--- src/rtl/hw_call_stack_if.sv ---
// Request/response bundle between the ID/EX stage (master) and the hardware call stack (slave).
interface hw_call_stack_if #(
  parameter int WIDTH = 8,
  parameter int CW    = 4
);
  logic             push;
  logic             pop;
  logic [WIDTH-1:0] data_in;
  logic             clear_flags;
  logic [WIDTH-1:0] top;
  logic [CW-1:0]    count;
  logic             empty;
  logic             full;
  logic             stack_overflow;
  logic             stack_underflow;

  modport master (
    output push, pop, data_in, clear_flags,
    input  top, count, empty, full, stack_overflow, stack_underflow
  );

  modport slave (
    input  push, pop, data_in, clear_flags,
    output top, count, empty, full, stack_overflow, stack_underflow
  );
endinterface

--- src/rtl/hw_call_stack.sv ---
// Return-address LIFO with a registered top-of-stack copy, occupancy count and
// sticky overflow/underflow flags for the CPU status port.
module hw_call_stack #(
  parameter int DEPTH = 8,
  parameter int WIDTH = 8,
  parameter int CW    = $clog2(DEPTH + 1)
) (
  input  logic           clk,
  input  logic           rst,
  hw_call_stack_if.slave bus
);
  localparam int AW = $clog2(DEPTH);

  typedef enum logic [2:0] {
    OP_IDLE, OP_PUSH, OP_PUSH_FULL, OP_POP, OP_POP_LAST, OP_POP_EMPTY, OP_REPLACE
  } op_e;

  logic [WIDTH-1:0] mem [DEPTH];
  logic [CW-1:0]    count_r;
  logic [WIDTH-1:0] top_r;
  logic             empty_r;
  logic             full_r;
  logic             ovf_r;
  logic             udf_r;

  op_e              op_s;
  logic             is_empty_s;
  logic             is_full_s;
  logic [AW-1:0]    wr_idx_s;
  logic [AW-1:0]    rd_idx_s;
  logic [CW-1:0]    count_next_s;
  logic [WIDTH-1:0] top_next_s;
  logic             ovf_next_s;
  logic             udf_next_s;

  assign is_empty_s = (count_r == CW'(0));
  assign is_full_s  = (count_r == CW'(DEPTH));
  assign rd_idx_s   = AW'(count_r - CW'(2));

  // Classify the request against the current occupancy; one case per edge
  always_comb begin
    op_s = OP_IDLE;
    case ({bus.push, bus.pop})
      2'b10: begin
        if (is_full_s) op_s = OP_PUSH_FULL;
        else           op_s = OP_PUSH;
      end
      2'b01: begin
        if (is_empty_s)                  op_s = OP_POP_EMPTY;
        else if (count_r == CW'(1))      op_s = OP_POP_LAST;
        else                             op_s = OP_POP;
      end
      2'b11: begin
        if (is_empty_s) op_s = OP_PUSH;
        else            op_s = OP_REPLACE;
      end
      default: op_s = OP_IDLE;
    endcase
  end

  // Next-state for count/top and write address selection
  always_comb begin
    count_next_s = count_r;
    top_next_s   = top_r;
    wr_idx_s     = AW'(count_r);
    case (op_s)
      OP_PUSH: begin
        count_next_s = count_r + CW'(1);
        top_next_s   = bus.data_in;
      end
      OP_POP: begin
        count_next_s = count_r - CW'(1);
        top_next_s   = mem[rd_idx_s];
      end
      OP_POP_LAST: begin
        count_next_s = CW'(0);
        top_next_s   = {WIDTH{1'b0}};
      end
      OP_REPLACE: begin
        wr_idx_s   = AW'(count_r - CW'(1));
        top_next_s = bus.data_in;
      end
      default: begin
        count_next_s = count_r;
        top_next_s   = top_r;
      end
    endcase
  end

  // A new event on the same edge as clear_flags wins
  assign ovf_next_s = (ovf_r & ~bus.clear_flags) | (op_s == OP_PUSH_FULL);
  assign udf_next_s = (udf_r & ~bus.clear_flags) | (op_s == OP_POP_EMPTY);

  // Storage array: not reset, writes suppressed while reset is asserted
  always_ff @(posedge clk) begin
    if (rst && ((op_s == OP_PUSH) || (op_s == OP_REPLACE))) begin
      mem[wr_idx_s] <= bus.data_in;
    end
  end

  // Registered status and top-of-stack outputs
  always_ff @(posedge clk or negedge rst) begin
    if (!rst) begin
      count_r <= CW'(0);
      top_r   <= {WIDTH{1'b0}};
      empty_r <= 1'b1;
      full_r  <= 1'b0;
      ovf_r   <= 1'b0;
      udf_r   <= 1'b0;
    end else begin
      count_r <= count_next_s;
      top_r   <= top_next_s;
      empty_r <= (count_next_s == CW'(0));
      full_r  <= (count_next_s == CW'(DEPTH));
      ovf_r   <= ovf_next_s;
      udf_r   <= udf_next_s;
    end
  end

  assign bus.top             = top_r;
  assign bus.count           = count_r;
  assign bus.empty           = empty_r;
  assign bus.full            = full_r;
  assign bus.stack_overflow  = ovf_r;
  assign bus.stack_underflow = udf_r;
endmodule

--- src/flat_wrapper.sv ---
// flat-port wrapper written by rule: the top's interface ports become plain ports
module hw_call_stack_flat 
#(
  parameter int DEPTH = 8,
  parameter int WIDTH = 8,
  parameter int CW    = $clog2(DEPTH + 1)
)
  (clk, rst, bus_push, bus_pop, bus_data_in, bus_clear_flags, bus_top, bus_count, bus_empty, bus_full, bus_stack_overflow, bus_stack_underflow);
  hw_call_stack_if #(.WIDTH(WIDTH), .CW(CW)) bus_i ();
  input  logic clk;
  input  logic rst;
  input wire logic [$bits(bus_i.push)-1:0] bus_push;
  input wire logic [$bits(bus_i.pop)-1:0] bus_pop;
  input wire logic [$bits(bus_i.data_in)-1:0] bus_data_in;
  input wire logic [$bits(bus_i.clear_flags)-1:0] bus_clear_flags;
  output wire logic [$bits(bus_i.top)-1:0] bus_top;
  output wire logic [$bits(bus_i.count)-1:0] bus_count;
  output wire logic [$bits(bus_i.empty)-1:0] bus_empty;
  output wire logic [$bits(bus_i.full)-1:0] bus_full;
  output wire logic [$bits(bus_i.stack_overflow)-1:0] bus_stack_overflow;
  output wire logic [$bits(bus_i.stack_underflow)-1:0] bus_stack_underflow;
  assign bus_i.push = bus_push;
  assign bus_i.pop = bus_pop;
  assign bus_i.data_in = bus_data_in;
  assign bus_i.clear_flags = bus_clear_flags;
  assign bus_top = bus_i.top;
  assign bus_count = bus_i.count;
  assign bus_empty = bus_i.empty;
  assign bus_full = bus_i.full;
  assign bus_stack_overflow = bus_i.stack_overflow;
  assign bus_stack_underflow = bus_i.stack_underflow;
  hw_call_stack #(.DEPTH(DEPTH), .WIDTH(WIDTH), .CW(CW)) u_core (.clk(clk), .rst(rst), .bus(bus_i));
endmodule
--- config.mk ---
export PLATFORM = sky130hd
export DESIGN_NAME = hw_call_stack_flat
export DESIGN_NICKNAME = d
export VERILOG_FILES = /design/src/rtl/hw_call_stack_if.sv /design/src/rtl/hw_call_stack.sv /design/src/flat_wrapper.sv
export SDC_FILE = /design/constraint.sdc
export NUM_CORES = 1
export LEC_CHECK = 0
export ABC_AREA = 0
export BUFFER_PORTS_ARGS = -buffer_cell sky130_fd_sc_hd__clkbuf_2
export CAP_MARGIN = 10
export CORE_MARGIN = 2
export CORE_UTILIZATION = 35
export DETAILED_ROUTE_END_ITERATION = 10
export PLACE_DENSITY = 0.47
export SYNTH_ARGS = -nofsm -noshare
export SYNTH_HDL_FRONTEND = slang
export SYNTH_SLANG_ARGS = --single-unit
--- constraint.sdc ---
create_clock -name clk -period 3.85 [get_ports clk]
set_clock_uncertainty 0.15 [all_clocks]
set_input_delay 0.385 -clock clk [delete_from_list [all_inputs] [get_ports clk]]
set_output_delay 0.385 -clock clk [all_outputs]
set_load 0.02 [all_outputs]
==> metrics.md <==
| Metric | Value |
|---|---|
| Status | `completed` |
| Clock tree buffer depth | `2` |
| Largest net degree at the start of global routing | `23` |
| Drt first pass iters | `4` |
| Tot Pwr | `3.00 mW` |
| Die width | `105 um` |
| Commonest non-fill, non-tap cell in the layout | `edfxtp_1` |
| Post-route DRC violation count | `0` |
| Final setup vio count | `0` |
| H-tree Lvls | `3` |
| Hold WS | `0.0639 ns` |
| Global-route wire length before repair | `12200 um` |
| Commonest cells after routing, fill and taps aside | `edfxtp_1, clkbuf_2, nor2_1` |
| Crit. End Element | `flop` |
| Setup CP Type | `flop to flop` |
| I/O pin total | `29` |
| Layout cell share with drive strength beyond 1 | `30.3%` |
| Fmax | `337 MHz` |
| Initial antenna violation count | `0` |
| Worst EP required | `3.69 ns` |
| Reg2Reg Launch Point | `u_core.bus.count[1]$_DFF_PN0_` |
| CP Launch Point | `u_core.bus.count[1]$_DFF_PN0_` |
| Register Area | `2320 um2` |
| Footprint of the multi-input gates | `1130 um2` |
| Final setup margin | `0.878 ns` |
| Final setup TNS | `0 ns` |
| Pin slew with the least headroom to its limit | `0.833 ns` |
| Via count | `2031` |
| Nets | `279` |
| Crit path max fanout | `8` |
| Final wirelength | `7730 um` |
| Synth unique cells | `46` |
| Skew-Pair Late Insertion Delay | `0.36 ns` |
| Class of the worst hold path | `primary input to flop` |
| Gr usage total | `15.1%` |
| Final Instance Area | `4080 um2` |
| Slew Limit Fails | `0` |
| Synthesis warning total | `0` |
| Clock transition at the registers of the reported paths | `0.09 ns` |
| Non-filler cells, final | `397` |
| Final Cycle Share | `77.2%` |
| Worst slack, placed | `0.880 ns` |
| Worst setup SP type | `flop` |
| Sequential element share of the synthesized area | `65.5%` |
| Peak per-stage delay on the critical path | `0.68 ns` |
| Clock net sink count | `80` |
| Minimum clock period | `2.97 ns` |
| Synth Cell Area | `3550 um2` |
| Placed Cells | `380` |
| FFs w/ async S/R, synth | `20.0%` |
| CP arrival | `2.81 ns` |
| Leakage | `1.45 nW` |
| Buf+Inv Stages, Crit Path | `1` |
| Area Growth Syn to Fin | `14.9%` |
| Core Area | `9820 um2` |
| GPL Wtd Cong | `0.781` |
| Wire per inst | `19.5 um` |
| Syn Nets | `239` |
| Crit path max-delay family | `simple AND/OR/NAND/NOR gates` |
| Row count | `36` |
| Dpl hpwl | `5120 um` |
| Initial DRC Count | `98` |
| Hold Path Origin | `bus_clear_flags` |
| Initial Util | `36.1%` |
| RSZ-0062 raised after global routing | `no` |
| Max-Cap Viols | `0` |
| Number of global-route vias before repair | `2068` |
| Register bit total from synthesis | `80` |
| Cells along the critical path | `inv_1 -> ha_1 -> nor3b_2 -> nor2_1 -> xnor2_1 -> nand3b_1 -> nor2b_1` |
| Clock Tree Root | `clkbuf_8` |
| Syn Area/Cell | `16.2 um2` |
| Slowest cell on crit path | `nor2b_1` |
| CTS tree | `done` |
| Fin. Hold Viols | `0` |
| Syn Inst Count | `219` |
| Total die area | `11000 um2` |
| Placed instance area | `3860 um2` |
| Grt ovf | `0` |
| Post-layout util | `41.5%` |
| Peak VDD IR | `0.298 mV` |
| Port Buffers | `28` |
| EDFF count, synth | `64` |
| Vias/cell | `5.12` |
| Diode count | `0` |
| Final ANT Viol Nets | `0` |
| Rel. slew slack | `44.1%` |
| Die Ht | `105 um` |
| # fillers | `922` |
| Main synth FF type | `edfxtp_1` |
| Post_cts resized | `0` |
| Total CTS buffers | `9` |
| PD cells | `737 nW/um2` |
==> report_power, final <==
group	leakage (nW)	internal (mW)	switching, mW
combinational	0.581	0.533	0.670
clock	0.102	0.307	0.336
sequential	0.772	1.07	0.0876
total	1.45	1.91	1.09
==> worst register-to-register path, cell delays in order (launching register included) <==
cell,delay (ns)
dfrtp_1,0.39
inv_1,0.21
ha_1,0.32
nor3b_2,0.29
nor2_1,0.16
xnor2_1,0.16
nand3b_1,0.24
nor2b_1,0.68
==> synthesized netlist by cell type (all sizes together), types with 3 or more instances <==
master,number,share of area (%)
dfrtp,15,11
buf,10,1.9
ha,7,2.5
nand3,3,0.42
mux4,16,10
nor2b,5,0.88
o21ai,6,0.85
inv,8,0.85
nand2,7,0.74
edfxtp,64,54
mux2i,10,2.8
nor3,3,0.42
a21oi,8,1.1
a2bb2oi,10,2.5
nor2,19,2.0
nor3b,3,0.92
==> path summary, 6_finish.rpt <==
kind                                                   endpoint  slack [ns]  cells past startpoint
max                                  u_core.mem[7][0]$_DFFE_PP_        0.88                      7
min                         u_core.bus.stack_overflow$_DFF_PN0_        0.06                      2
max reg2reg                          u_core.mem[7][0]$_DFFE_PP_        0.88                      7
min reg2reg                u_core.bus.stack_underflow$_DFF_PN0_        0.37                      2
max in group asynchronous            u_core.bus.empty$_DFF_PN1_        2.82                      2
min in group asynchronous         u_core.bus.top[6]$_DFFE_PN0P_        0.37                      2
==> area by class of cell <==
type                       instances  area share, %
clock buffer                       9           3.04
clock inverter                     7           1.96
inverter                           8          0.737
multi-input combinational        121           27.6
sequential                        80           57.0
tap                              133           4.08
timing repair buffer              39           5.53
==> state kept, by name, summed over array words and instances, names as in the netlist <==
name                        count
u_core.bus.stack_overflow       1
u_core.bus.empty                1
u_core.bus.count                4
u_core.bus.stack_underflow      1
u_core.mem                     64
u_core.bus.top                  8
u_core.bus.full                 1
==> routing by layer <==
layer	GRT usage, %	up-vias	share of wire, %	wire length [um]
met5	0	-	0	0
met4	6.57	0	1.6	124
met3	2.99	9	3.2	251
met2	23.0	44	46	3570
met1	21.2	1035	49	3790
li1	-	943	-	-
==> cells by family after synthesis <==
logic type               count (synthesis)  synth area share (%)
flip-flops                              80                  65.5
adder cells (fa/ha/maj)                  7                  2.47
buffers and inverters                   18                  2.72
multiplexers                            26                  13.0
XOR/XNOR                                 2                 0.494
AO/OA/AOI/OAI                           42                  9.42
AND/OR/NAND/NOR                         44                  6.39
==> repair_timing <==
action	in CTS	in global routing
hold buffers	1	0
setup buffers	0	0
endpoints found under the hold margin	15	0
Power figures use the tool's default switching activity.
